## src/rtl/sound_latch_ctrl_if.sv

```systemverilog
// sound_latch_ctrl_if: 68000 write strobe, Z80 port selects, IRQ handshake and latch outputs of the sound latch.
interface sound_latch_ctrl_if;
  logic       z80_cen;
  logic       sound_latch_cs;
  logic       m68k_rw;
  logic       m68k_lds_n;
  logic [7:0] m68k_din;
  logic       z80_latch_r_cs;
  logic       z80_latch_clr_cs;
  logic       z80_rd_n;
  logic       M1_n;
  logic       IORQ_n;
  logic [7:0] latch_dout;
  logic       latch_pending;
  logic       latch_overrun;
  logic       z80_irq_n;
  modport master (
    output z80_cen, sound_latch_cs, m68k_rw, m68k_lds_n, m68k_din,
           z80_latch_r_cs, z80_latch_clr_cs, z80_rd_n, M1_n, IORQ_n,
    input  latch_dout, latch_pending, latch_overrun, z80_irq_n
  );
  modport slave (
    input  z80_cen, sound_latch_cs, m68k_rw, m68k_lds_n, m68k_din,
           z80_latch_r_cs, z80_latch_clr_cs, z80_rd_n, M1_n, IORQ_n,
    output latch_dout, latch_pending, latch_overrun, z80_irq_n
  );
endinterface

```

## src/rtl/sound_latch_ctrl.sv

```systemverilog
// sound_latch_ctrl: 68000-to-Z80 sound command latch with periodic Z80 IRQ held until acknowledge.
module sound_latch_ctrl #(
  parameter int IRQ_PERIOD = 32768,
  parameter int CW         = 16
) (
  input logic               clk_sys,
  input logic               reset_n,
  sound_latch_ctrl_if.slave bus
);
  typedef enum logic {IDLE, ASSERT} irq_st_t;
  localparam logic [CW-1:0] LAST = CW'(IRQ_PERIOD - 1);
  logic          wr_req, wr_req_q, clr_q, wr_pulse, clr_pulse, irq_set, irq_ack;
  logic [7:0]    latch_q, latch_d;
  logic          pend_q, pend_d, ovr_q, ovr_d;
  logic [CW-1:0] cnt_q, cnt_d;
  irq_st_t       st_q;
  logic          unused_rd;
  assign unused_rd = bus.z80_latch_r_cs & bus.z80_rd_n;
  assign wr_req    = bus.sound_latch_cs & ~bus.m68k_rw & ~bus.m68k_lds_n;
  assign wr_pulse  = wr_req & ~wr_req_q;
  assign clr_pulse = bus.z80_latch_clr_cs & ~clr_q;
  assign irq_set   = bus.z80_cen && cnt_q == LAST;
  assign irq_ack   = ~bus.M1_n & ~bus.IORQ_n;
  // a colliding write keeps the data but still clears the overrun flag
  always_comb begin
    latch_d = wr_pulse ? bus.m68k_din : clr_pulse ? 8'h00 : latch_q;
    pend_d  = wr_pulse | (pend_q & ~clr_pulse);
    ovr_d   = clr_pulse ? 1'b0 : ovr_q | (wr_pulse & pend_q);
    cnt_d   = !bus.z80_cen ? cnt_q : irq_set ? '0 : cnt_q + CW'(1);
  end
  always_ff @(posedge clk_sys or negedge reset_n) begin
    if (!reset_n) begin
      wr_req_q <= 1'b0;
      clr_q    <= 1'b0;
      latch_q  <= 8'h00;
      pend_q   <= 1'b0;
      ovr_q    <= 1'b0;
      cnt_q    <= '0;
      st_q     <= IDLE;
    end else begin
      wr_req_q <= wr_req;
      clr_q    <= bus.z80_latch_clr_cs;
      latch_q  <= latch_d;
      pend_q   <= pend_d;
      ovr_q    <= ovr_d;
      cnt_q    <= cnt_d;
      st_q     <= irq_set ? ASSERT : irq_ack ? IDLE : st_q;
    end
  end
  assign bus.latch_dout    = latch_q;
  assign bus.latch_pending = pend_q;
  assign bus.latch_overrun = ovr_q;
  assign bus.z80_irq_n     = st_q != ASSERT;
endmodule

```

## src/flat_wrapper.sv

```systemverilog
// flat-port wrapper written by rule: the top's interface ports become plain ports
module sound_latch_ctrl_flat 
#(
  parameter int IRQ_PERIOD = 32768,
  parameter int CW         = 16
)
  (clk_sys, reset_n, bus_z80_cen, bus_sound_latch_cs, bus_m68k_rw, bus_m68k_lds_n, bus_m68k_din, bus_z80_latch_r_cs, bus_z80_latch_clr_cs, bus_z80_rd_n, bus_M1_n, bus_IORQ_n, bus_latch_dout, bus_latch_pending, bus_latch_overrun, bus_z80_irq_n);
  sound_latch_ctrl_if bus_i ();
  input logic clk_sys;
  input logic reset_n;
  input wire logic [$bits(bus_i.z80_cen)-1:0] bus_z80_cen;
  input wire logic [$bits(bus_i.sound_latch_cs)-1:0] bus_sound_latch_cs;
  input wire logic [$bits(bus_i.m68k_rw)-1:0] bus_m68k_rw;
  input wire logic [$bits(bus_i.m68k_lds_n)-1:0] bus_m68k_lds_n;
  input wire logic [$bits(bus_i.m68k_din)-1:0] bus_m68k_din;
  input wire logic [$bits(bus_i.z80_latch_r_cs)-1:0] bus_z80_latch_r_cs;
  input wire logic [$bits(bus_i.z80_latch_clr_cs)-1:0] bus_z80_latch_clr_cs;
  input wire logic [$bits(bus_i.z80_rd_n)-1:0] bus_z80_rd_n;
  input wire logic [$bits(bus_i.M1_n)-1:0] bus_M1_n;
  input wire logic [$bits(bus_i.IORQ_n)-1:0] bus_IORQ_n;
  output wire logic [$bits(bus_i.latch_dout)-1:0] bus_latch_dout;
  output wire logic [$bits(bus_i.latch_pending)-1:0] bus_latch_pending;
  output wire logic [$bits(bus_i.latch_overrun)-1:0] bus_latch_overrun;
  output wire logic [$bits(bus_i.z80_irq_n)-1:0] bus_z80_irq_n;
  assign bus_i.z80_cen = bus_z80_cen;
  assign bus_i.sound_latch_cs = bus_sound_latch_cs;
  assign bus_i.m68k_rw = bus_m68k_rw;
  assign bus_i.m68k_lds_n = bus_m68k_lds_n;
  assign bus_i.m68k_din = bus_m68k_din;
  assign bus_i.z80_latch_r_cs = bus_z80_latch_r_cs;
  assign bus_i.z80_latch_clr_cs = bus_z80_latch_clr_cs;
  assign bus_i.z80_rd_n = bus_z80_rd_n;
  assign bus_i.M1_n = bus_M1_n;
  assign bus_i.IORQ_n = bus_IORQ_n;
  assign bus_latch_dout = bus_i.latch_dout;
  assign bus_latch_pending = bus_i.latch_pending;
  assign bus_latch_overrun = bus_i.latch_overrun;
  assign bus_z80_irq_n = bus_i.z80_irq_n;
  sound_latch_ctrl #(.IRQ_PERIOD(IRQ_PERIOD), .CW(CW)) u_core (.clk_sys(clk_sys), .reset_n(reset_n), .bus(bus_i));
endmodule
```

## config.mk

```make
export PLATFORM = sky130hd
export DESIGN_NAME = sound_latch_ctrl_flat
export DESIGN_NICKNAME = d
export VERILOG_FILES = /design/src/rtl/sound_latch_ctrl_if.sv /design/src/rtl/sound_latch_ctrl.sv /design/src/flat_wrapper.sv
export SDC_FILE = /design/constraint.sdc
export NUM_CORES = 1
export LEC_CHECK = 0
export CAP_MARGIN = 20
export CELL_PAD_IN_SITES_DETAIL_PLACEMENT = 0
export CELL_PAD_IN_SITES_GLOBAL_PLACEMENT = 1
export CORE_UTILIZATION = 33
export CTS_BUF_LIST = sky130_fd_sc_hd__clkbuf_4
export CTS_CLUSTER_SIZE = 40
export DETAILED_ROUTE_END_ITERATION = 16
export GPL_TIMING_DRIVEN = 0
export PLACE_DENSITY_LB_ADDON = 0.1
export SYNTH_ARGS = -nofsm -noshare
export SYNTH_HDL_FRONTEND = slang
export SYNTH_SLANG_ARGS = --single-unit
```

## constraint.sdc

```tcl
create_clock -name clk_sys -period 3.3 [get_ports clk_sys]
set_input_delay 0.66 -clock clk_sys [delete_from_list [all_inputs] [get_ports clk_sys]]
set_output_delay 0.66 -clock clk_sys [all_outputs]
set_load 0.01 [all_outputs]
```

# [Word-level counts from Yosys, hierarchy flattened]
# Index checks and enable logic that the tools add are counted.
[totals] reg_bits=29 inputBits=19 wordCells=35
[classes] mux=6 eq_ne=1 n_addsub=1 n_reduce_logical=3 n_bitwise=17
[ops] operator="16-bit by 1-bit adder with 16-bit output (second input constant)" count=1
[ops] operator="16-bit by 15-bit equality test with 1-bit output (second input constant)" count=1
[ops] operator="16-bit two-way mux" count=1
[ops] operator="8-bit two-way mux" count=2
[ops] operator="1-bit NOT" count=8
[ops] operator="1-bit AND" count=7
[ops] operator="2-bit nonzero test" count=2
[ops] operator="1-bit two-way mux" count=3
[ops] operator="1-bit OR" count=2
[ops] operator="1-bit logical AND" count=1

# [Longest topological paths before layout]
# Gate-level depths: netlist (run 1).
[depth] word_depth=7 mapped_depth=6 depth_no_buf=5

# [Least setup slack after synthesis (run 1)]
# No wires, ideal clock.
[synth_timing] kind="input port to flip-flop" startpoint="in bus_z80_cen" endpoint="reg u_core.cnt_q[1]" arrival_ns=1.802 setup_slack_ns=1.352 setup_time_ns=0.146 cell_stages=4 n_path_buf=0 cell_sequence="nand2_2 -> or4_4 -> nor4b_4 -> o22ai_1"
[synth_between] elab_chain_cells=2
[synth_lines] element="from (decl)" line_no="flat_wrapper.sv:11" text="input wire logic [$bits(bus_i.z80_cen)-1:0] bus_z80_cen;"
[synth_lines] element="1-bit logical AND" line_no="sound_latch_ctrl.sv:22" text="assign irq_set = bus.z80_cen && cnt_q == LAST;"
[synth_lines] element="16-bit two-way mux" line_no="sound_latch_ctrl.sv:29" text="cnt_d = !bus.z80_cen ? cnt_q : irq_set ? '0 : cnt_q + CW'(1);"
[synth_lines] element="to (signal assigned)" line_no="sound_latch_ctrl.sv:46" text="cnt_q <= cnt_d;"
[synth_lines] element="to (decl)" line_no="sound_latch_ctrl.sv:15" text="logic [CW-1:0] cnt_q, cnt_d;"
# Parallel ways exist; a longest one is shown, timed or not.
# A chain may end at the register's enable or synchronous reset.

# [Worst setup path in the final report (run 1)]
# Same ends and word-level chain as after synthesis.

==> results of run 1 <==
-- flip-flops by register name, summed over array words and instances (netlist names) --
register and cells:
u_core.wr_req_q 1, u_core.st_q 1, u_core.bus.latch_dout 8, u_core.bus.latch_overrun 1
u_core.cnt_q 16, u_core.clr_q 1, u_core.bus.latch_pending 1
-- metrics by stage --
| step | hold slack, ps | utilization [%] | std cells | cell area (sq um) |
|---|---|---|---|---|
| after floorplan | 364 | - | 119 | 1250 |
| after global placement | 464 | 43.2 | 194 | 1580 |
| after detailed placement | 465 | 44.0 | 195 | 1610 |
| after CTS | 488 | 45.4 | 203 | 1660 |
| after global routing | 524 | 45.4 | 203 | 1660 |
| final | 490 | 45.4 | 203 | 1660 |
-- kinds of logic after synthesis --
logic type                 count (synthesis)
AOI/OAI and AO/OA                         13
and+or+nand+nor                           55
DFF                                       29
adders and majority gates                  1
xor gates and xnor gates                  13
muxes                                      1
buffers and inverters                      7
-- worst reg2reg max path, stage by stage, from the launching register on --
cell	delay (ps)
dfrtp_1	420
ha_1	210
nand2_2	90
or4_4	560
nor4b_4	550
o22ai_1	170
-- metal layers --
metal	GRT usage, %	vias to the layer above	share of wire [%]
met1	16.8	433	46
li1	-	470	-
met3	5.43	2	5.4
met5	0	-	0
met4	4.26	0	0.57
met2	22.3	25	48
-- path summary, 6_finish.rpt --
path	from	to	slack, ps
min	u_core.cnt_q[14]	u_core.cnt_q[14]	490
max in group asynchronous	reset_n	u_core.cnt_q[12]	2120
min reg2reg	u_core.cnt_q[14]	u_core.cnt_q[14]	490
max	bus_z80_cen	u_core.cnt_q[1]	820
max reg2reg	u_core.cnt_q[0]	u_core.cnt_q[1]	1170
min in group asynchronous	reset_n	u_core.bus.latch_dout[7]	680
-- cell type report --
| cell class | instances | share of cell area, % |
|---|---|---|
| buffer | 3 | 0.678 |
| clock buffer | 5 | 2.26 |
| clock inverter | 3 | 0.754 |
| inverter | 4 | 0.904 |
| multi-input combinational | 83 | 30.1 |
| sequential | 29 | 43.7 |
| tap | 48 | 3.62 |
| timing repair buffer | 28 | 17.9 |
-- power by group through the flow --
stage                     registers, uW  clock network [uW]  logic [uW]
after detailed placement            450                   0         136
after global routing                451                 231         151
after CTS                           443                 214         136
after global placement              447                   0         129
after floorplan                     446                   0        65.3
final                               443                 200         134
-- cells in the mapped netlist (2+ instances only) --
library cell	number
xor2_1	2
nor4_1	3
nor2_1	10
nand4_1	6
nor3_1	2
dfrtp_1	29
nor2b_1	2
o21ai_0	9
clkbuf_1	2
nand2b_1	3
inv_1	4
nand2_1	21
xnor2_1	11
-- cell usage in the layout (no fill, tap or decap) --
master            n
dfrtp_1          29
clkdlybuf4s50_1  27
nand2_1          21
xnor2_1          11
nor2_1           10
o21ai_0           9
nand4_1           6
clkbuf_4          5
inv_1             4
nand2b_1          3
nor4_1            3
nor2b_1           2
clkbuf_1          2
nor3_1            2
xor2_1            2
clkinv_1          2
nor3b_1           1
buf_1             1
a21o_1            1
a21oi_1           1
nand2_2           1
nand3_2           1
or4_4             1
nor4b_4           1
nand3_1           1
and4_1            1
o22ai_1           1
or2b_1            1
o21ai_1           1
mux2_2            1
ha_1              1
clkinv_2          1
buf_16            1
==> results.py, run 1 <==
metrics = {
    "logic_synthesis": {
        "postSynthCellCount": 119,
        "synth_area_leaders": "dfrtp_1, xnor2_1, nand2_1",
        "ys_async_sr_fraction_pct": 100,
        "synth_cell_types": 28,
        "synth_top_cell_area_share_pct": 57.9,
        "synth_compound_area_share_pct": 5.49,
        "synth_edf_count": 0,
        "synth-seq-cells": 29,
        "synth_fa_ha_area_share_pct": 0.999,
        "syn_nets": 139,
        "yosysWarnings": 0,
        "synth_top_family_by_area": "simple AND/OR/NAND/NOR gates",
        "syn-cell-area_sq_um": 1250,
        "yosysTopAreaCell": "dfrtp_1",
        "ys_seq_area_share_pct": 57.9,
        "synth-simple-area-share_pct": 23.5,
        "synthMuxAreaShare_pct": 0.899,
        "synth_xor_area_share_pct": 9.09,
        "synth_flop_cell": "dfrtp_1",
        "avgSynthCellArea_sq_um": 10.5,
    },
    "placement": {
        "io_buffers": 27,
        "dp_slack_ps": 443,
        "dpl.hpwl_um": 1690,
        "place.gp.congestion": 0.795,
    },
    "pwr": {
        "p_clk_share_pct": 25.7,
        "swShare_pct": 29.1,
        "ir_worst_vdd_uv": 351,
        "p_per_area_nw_per_um2": 467,
        "finalPower_uw": 776,
        "switching_power_uw": 226,
        "pwr-share-seq_pct": 57.0,
        "power.internal_uw": 550,
        "combPwrFrac_pct": 17.2,
        "leakagePower_uw": 0.000694,
    },
    "sta": {
        "finalSetupViolCount": 0,
        "fmax_mhz": 403,
        "max-slew-margin-rel_pct": 62.3,
        "fin_crit_sh_pct": 75.1,
        "setup_ws_ps": 821,
        "worst_pin_slew_ps": 564,
        "setup_tns_ps": 0,
        "hold_violations": 0,
        "finalMaxSlewViolations": 0,
        "clock_skew_ps": 12.7,
        "rsz0062_at_grt": "no",
        "fin_crit_ps": 2480,
    },
    "finish": {
        "diodes": 0,
        "final_nets": 174,
        "multi_input_area_sq_um": 500,
        "n_fill_cell": 355,
        "area_delta_synth_final_pct": 32.6,
        "seq_area_sq_um": 726,
        "drive_above_1_share_pct": 7.74,
    },
    "drt": {
        "vias_per_cell": 4.58,
        "drtAntennaViolNets": 0,
        "wl_per_cell_um": 12.0,
        "drc": 0,
        "vias": 930,
        "first_pass_iters": 4,
        "drt_iter0_markers": 15,
        "wirelength_um": 2440,
    },
    "critical_path": {
        "max_stage_delay_ps": 600,
        "worstSetupPathDepth": 5,
        "cp-end-kind": "flop",
        "start_kind": "primary input",
        "slowest_stage": "clkdlybuf4s50_1",
        "cp.arrival_ps": 2660,
        "cpLargestDelayFamily": "simple AND/OR/NAND/NOR gates",
        "ff2ff_path_depth": 5,
        "critPathKind": "in2reg",
        "worst-path-buf-inv": 1,
        "path_max_fanout": 9,
        "cp.required_ps": 3480,
        "path_cells": "clkdlybuf4s50_1 -> nand2_2 -> or4_4 -> nor4b_4 -> o22ai_1",
    },
    "clock_network": {
        "cts_resized": 0,
        "insertion_delay_ps": 330,
        "cts_buffers": 5,
        "postCtsHoldBufs": 0,
        "cts_max_level": 2,
        "cts.clk_slew.worst_paths_ps": 90,
        "cts_tree": "built",
        "cts_root_buffer": "clkbuf_4",
        "post-cts-setup-buffer-count": 0,
        "clock_path_buffers": 2,
        "clock-sinks": 29,
    },
    "die": {
        "die_y_um": 63.6,
        "core_area_sq_um": 3660,
        "pin_count": 30,
        "die-area_sq_um": 4050,
        "die_x_um": 63.6,
        "initial_core_util_pct": 34.2,
        "rows": 22,
    },
    "global_routing": {
        "grt_pass1_wl_um": 4330,
        "overflow": 0,
        "grt_start_max_net_pins": 21,
        "first_global_vias": 941,
        "groute.usage.overall_pct": 13.8,
        "antenna_found_initial": 0,
    },
    "hold_path": {
        "hold_depth": 1,
        "hp-class": "reg2reg",
    },
    "run": {
        "drv_cap": 0,
    },
    "status": {
        "status": "finished clean",
    },
}
(Power assumes the default switching activity.)
==> run 2, diff against run 1 <==
clock period = 2.17 ns   (was 3.3 ns; I/O delays follow)
==> run 2 against run 1 <==
Worst hold slack got worse by 35 ps. Power rose by 52%. Non-clock buffer count rose by 2. Clock power rose by 53%. Count of clock-buffer cells in the layout did not move. Clock skew barely moved. Die area did not move. Via count rose by 0.97%. Sequential power rose by 52%. Critical path depth rose by 1. Flip-flop and latch count did not move. Register-to-register slack got worse by 970 ps. Critical path type is now reg2reg. Largest cell class unchanged. Largest power group unchanged.
==> results.py, run 2 (synthesis gave the netlist of run 1 again) <==
metrics = {
    "sta": {
        "fin_crit_sh_pct": 90.7,
        "fin_crit_ps": 1970,
        "hold_violations": 0,
        "setup_ws_ps": 202,
        "worst_pin_slew_ps": 563,
        "finalMaxSlewViolations": 0,
        "clock_skew_ps": 12.8,
        "hold_slack_ps": 455,
        "fmax_mhz": 508,
        "rsz0062_at_grt": "no",
        "max-slew-margin-rel_pct": 62.3,
        "finalSetupViolCount": 0,
    },
    "clock_network": {
        "insertion_delay_ps": 330,
        "cts_buffers": 5,
        "clock-sinks": 29,
        "cts_root_buffer": "clkbuf_4",
        "cts_max_level": 2,
        "cts_tree": "built",
        "clock_path_buffers": 2,
        "cts.clk_slew.worst_paths_ps": 100,
    },
    "global_routing": {
        "antenna_found_initial": 0,
        "groute.usage.overall_pct": 14.1,
        "grt_pass1_wl_um": 4410,
        "first_global_vias": 943,
        "grt_start_max_net_pins": 21,
        "overflow": 0,
    },
    "critical_path": {
        "path_cells": "ha_1 -> nand2_2 -> or4_4 -> nor4b_4 -> buf_4 -> o22ai_1",
        "cp.required_ps": 2380,
        "start_kind": "flop",
        "cpLargestDelayFamily": "simple AND/OR/NAND/NOR gates",
        "critPathKind": "reg2reg",
        "cp-end-kind": "flop",
        "cp.arrival_ps": 2170,
        "worst-path-buf-inv": 1,
        "path_max_fanout": 6,
        "slowest_stage": "or4_4",
        "max_stage_delay_ps": 560,
    },
    "die": {
        "die_x_um": 63.6,
        "initial_core_util_pct": 34.2,
        "pin_count": 30,
        "die-area_sq_um": 4050,
        "core_area_sq_um": 3660,
        "rows": 22,
        "die_y_um": 63.6,
    },
    "finish": {
        "area_delta_synth_final_pct": 34.0,
        "regMostFlops": "u_core.cnt_q",
        "most-common-layout-cells": "dfrtp_1, clkdlybuf4s50_1, nand2_1",
        "fin_util_pct": 45.8,
        "drive_above_1_share_pct": 8.92,
        "final_nets": 176,
        "diodes": 0,
        "layout_commonest_cell": "dfrtp_1",
        "largest_reg_flops": 16,
    },
    "placement": {
        "dpl.hpwl_um": 1690,
        "dp_slack_ps": -461,
        "place.gp.congestion": 0.795,
        "io_buffers": 27,
    },
    "drt": {
        "dr_wl_met3_um": 133,
        "topRoutingLayerUsed": "met4",
        "drtAntennaViolNets": 0,
        "wirelength_um": 2440,
        "drt_iter0_markers": 20,
        "wl_per_cell_um": 11.9,
        "wl_met2_um": 1150,
        "drc": 0,
        "vias_per_cell": 4.58,
        "first_pass_iters": 4,
        "vias": 939,
        "wl_met1_um": 1120,
    },
    "pwr": {
        "p_per_area_nw_per_um2": 705,
        "ir_worst_vdd_uv": 535,
        "leakagePower_uw": 0.000714,
    },
    "status": {
        "status": "finished clean",
    },
    "run": {
        "drv_cap": 0,
    },
    "hold_path": {
        "hp-class": "in2async",
    },
}
## run 2: report_power, final
group / switching [uW] / internal [uW] / total (uW) / leakage [uW]
clock network: 189 / 117 / 306 / 0.0000300
logic: 89.7 / 113 / 203 / 0.000299
registers: 67.6 / 606 / 674 / 0.000386
total: 346 / 836 / 1180 / 0.000714
## run 2: metal layers
| metal | GRT usage, % | vias up |
|---|---|---|
| met4 | 4.26 | 0 |
| met3 | 5.43 | 5 |
| met1 | 17.6 | 433 |
| li1 | - | 476 |
| met5 | 0 | - |
| met2 | 22.2 | 25 |
## run 2: final timing paths
path,from,endpoint,slack (ps),cells after the start
max,u_core.cnt_q[0],u_core.cnt_q[1],200,6
min,reset_n,u_core.bus.latch_dout[7],450,1
max reg2reg,u_core.cnt_q[0],u_core.cnt_q[1],200,6
min reg2reg,u_core.cnt_q[14],u_core.cnt_q[14],490,1
max in group asynchronous,reset_n,u_core.cnt_q[12],1220,2
min in group clk_sys,u_core.cnt_q[14],u_core.cnt_q[14],490,1
## run 2: final cells by class
| type | instances | area (sq um) |
|---|---|---|
| Clock buffer | 5 | 37.5 |
| Fill cell | 354 | 1980 |
| Inverter | 4 | 15.0 |
| Clock inverter | 3 | 12.5 |
| Tap cell | 48 | 60.1 |
| Multi-Input combinational cell | 83 | 500 |
| Sequential cell | 29 | 726 |
| Buffer | 3 | 11.3 |
| Timing Repair Buffer | 30 | 315 |
## run 2: worst register-to-register path: cells and delay by family, from the launching register on
kind	cells	cell delay [ps]
adder cells (fa/ha/maj)	1	210
buffers and inverters	1	190
flip-flops	1	420
AO/OA/AOI/OAI	1	80
AND/OR/NAND/NOR	3	960
## run 2: stage by stage
step	cell area [sq um]	cells	power, uW	TNS (ps)
floorplan	1250	119	777	0
global placement	1580	194	876	-4300
detailed placement	1610	195	890	-4350
CTS	1680	205	1210	0
global route	1680	205	1270	0
finish	1680	205	1180	0
## run 2: what timing repair did
| action | in CTS | in global routing |
|---|---|---|
| gates resized for setup | 0 | 1 |
| setup endpoints to repair | 9 | 7 |
| gates cloned | 0 | 0 |
| hold buffers | 0 | 0 |
| buffers inserted | 2 | 0 |
| pin swaps | 1 | 0 |
==> run 3, diff against run 2 <==
clock period = 1.64 ns   (was 2.17 ns; I/O delays follow)
==> run 3 against run 2 <==
The flow now finishes with violations (setup timing). Final cell count is 4.9% higher. Power is 42% higher. Critical endpoint unchanged. Count of clock-buffer cells in the layout is 1 higher. Critical path type unchanged.
==> results.py, run 3 (synthesis gave the netlist of run 1 again) <==
metrics = {
    "status": {
        "status": "complete, but fails checks",
        "violations": "setup timing",
    },
    "drt": {
        "drt_iter0_markers": 5,
        "first_pass_iters": 2,
        "vias_per_cell": 4.67,
        "drc": 0,
        "drtAntennaViolNets": 0,
        "vias": 1004,
        "wirelength_um": 2630,
        "wl_per_cell_um": 12.2,
    },
    "clock_network": {
        "clock-sinks": 29,
        "cts_max_level": 2,
        "clock_path_buffers": 2,
        "cts_buffers": 5,
        "insertion_delay_ps": 320,
        "cts_root_buffer": "clkbuf_4",
        "cts_tree": "built",
        "postCtsHoldBufs": 0,
        "cts.clk_slew.worst_paths_ps": 90,
    },
    "finish": {
        "area_delta_synth_final_pct": 46.4,
        "most-common-layout-cells": "dfrtp_1, clkdlybuf4s50_1, nand2_1",
        "layout_commonest_cell": "dfrtp_1",
        "regMostFlops": "u_core.cnt_q",
        "final_cells": 215,
        "largest_reg_flops": 16,
        "diodes": 0,
        "drive_above_1_share_pct": 22.2,
        "final_nets": 187,
    },
    "die": {
        "initial_core_util_pct": 34.2,
        "die_y_um": 63.6,
        "core_area_sq_um": 3660,
        "die-area_sq_um": 4050,
        "rows": 22,
        "pin_count": 30,
        "die_x_um": 63.6,
    },
    "hold_path": {
        "hp-class": "in2async",
    },
    "critical_path": {
        "reg2reg_setup_slack_ps": -130,
        "start_kind": "flop",
        "cp.arrival_ps": 1970,
        "critPathKind": "reg2reg",
        "cp-end-kind": "flop",
        "path_max_fanout": 7,
        "cp.required_ps": 1840,
    },
    "sta": {
        "hold_violations": 0,
        "max-slew-margin-rel_pct": 55.2,
        "worst_pin_slew_ps": 670,
        "setup_ws_ps": -128,
        "fin_crit_ps": 1770,
        "finalSetupViolCount": 11,
        "finalMaxSlewViolations": 0,
        "hold_slack_ps": 413,
        "clock_skew_ps": 7.86,
        "rsz0062_at_grt": "yes",
        "fmax_mhz": 566,
        "fin_crit_sh_pct": 108,
    },
    "placement": {
        "io_buffers": 27,
        "dpl.hpwl_um": 1730,
        "placedCellCount": 195,
        "place.gp.congestion": 0.689,
    },
    "pwr": {
        "finalPower_uw": 1680,
        "leakagePower_uw": 0.000784,
        "p_per_area_nw_per_um2": 918,
        "ir_worst_vdd_uv": 518,
    },
    "global_routing": {
        "grt_start_max_net_pins": 19,
        "overflow": 0,
        "groute.usage.overall_pct": 14.3,
        "first_global_vias": 981,
        "antenna_found_initial": 0,
        "grt_pass1_wl_um": 4370,
    },
    "run": {
        "drv_cap": 0,
    },
}
==> run 3: changes by cell type in the layout (fill, tap and decap cells not counted), moves of 2 or more <==
| cell | previous run | this run |
|---|---|---|
| clkbuf_1 | 2 | 0 |
| nor4_1 | 3 | 1 |
| dfrtp_1 | 29 | 27 |
| clkbuf_4 | 5 | 7 |
| nor2_2 | 0 | 2 |
| nor2_1 | 10 | 8 |
| buf_4 | 2 | 12 |
| dfrtp_2 | 0 | 2 |
==> run 3: path summary, 6_finish.rpt <==
path / start / to / depth (start not counted)
worst min-delay path: reset_n / u_core.bus.latch_dout[4] / 1
worst max register to register: u_core.cnt_q[0] / u_core.cnt_q[1] / 6
worst max-delay path: u_core.cnt_q[0] / u_core.cnt_q[1] / 6
max in group asynchronous: reset_n / u_core.cnt_q[2] / 2
worst min register to register: u_core.cnt_q[8] / u_core.cnt_q[8] / 1
min in group clk_sys: bus_z80_latch_clr_cs / u_core.clr_q / 1
==> run 3: stage by stage <==
step           cell area [sq um]  setup slack (ps)  utilization, %  setup TNS (ps)
5_1_grt                     1830              -191            50.1           -1860
3_5_place_dp                1610              -857            44.0          -13680
2_1_floorplan               1250              -209               -           -1660
4_1_cts                     1730              -192            47.2           -1660
6_report                    1830              -128            50.1           -1030
3_3_place_gp                1580              -848            43.2          -21740
==> run 3: power by group <==
part	leakage, uW	switching, uW	total, uW	internal [uW]
registers	0.000383	89.9	897	807
clock network	0.0000292	230	401	172
logic	0.000371	160	384	224
total	0.000784	479	1680	1200
==> run 3: worst max-delay path: stages, from the launching register on <==
cell,delay (ps)
dfrtp_1,410
ha_4,170
nand2_4,40
or4_4,540
nor4b_4,260
buf_6,170
o22ai_2,60
==> run 3: repair_timing <==
| item | in CTS | in global routing |
|---|---|---|
| gates resized for setup | 6 | 15 |
| buffers inserted | 7 | 6 |
| pin swaps | 5 | 5 |
| endpoints found under the setup margin | 20 | 20 |
==> run 3: final cells by class <==
class                      instances  area [sq um]
multi-input combinational         83           564
tap                               48          60.1
timing repair buffer              41           400
clock buffer                       6          45.0
fill                             351          1830
clock inverter                     1          3.75
inverter                           4          15.0
buffer                             3          16.3
sequential                        29           728
==> run 3: metal layers <==
layer	vias to the layer above	share of wire [%]	track usage [%]
met2	21	50	24.3
met4	0	1.9	6.82
met3	6	4.0	5.07
met1	482	44	15.8
li1	495	-	-
met5	-	0	0
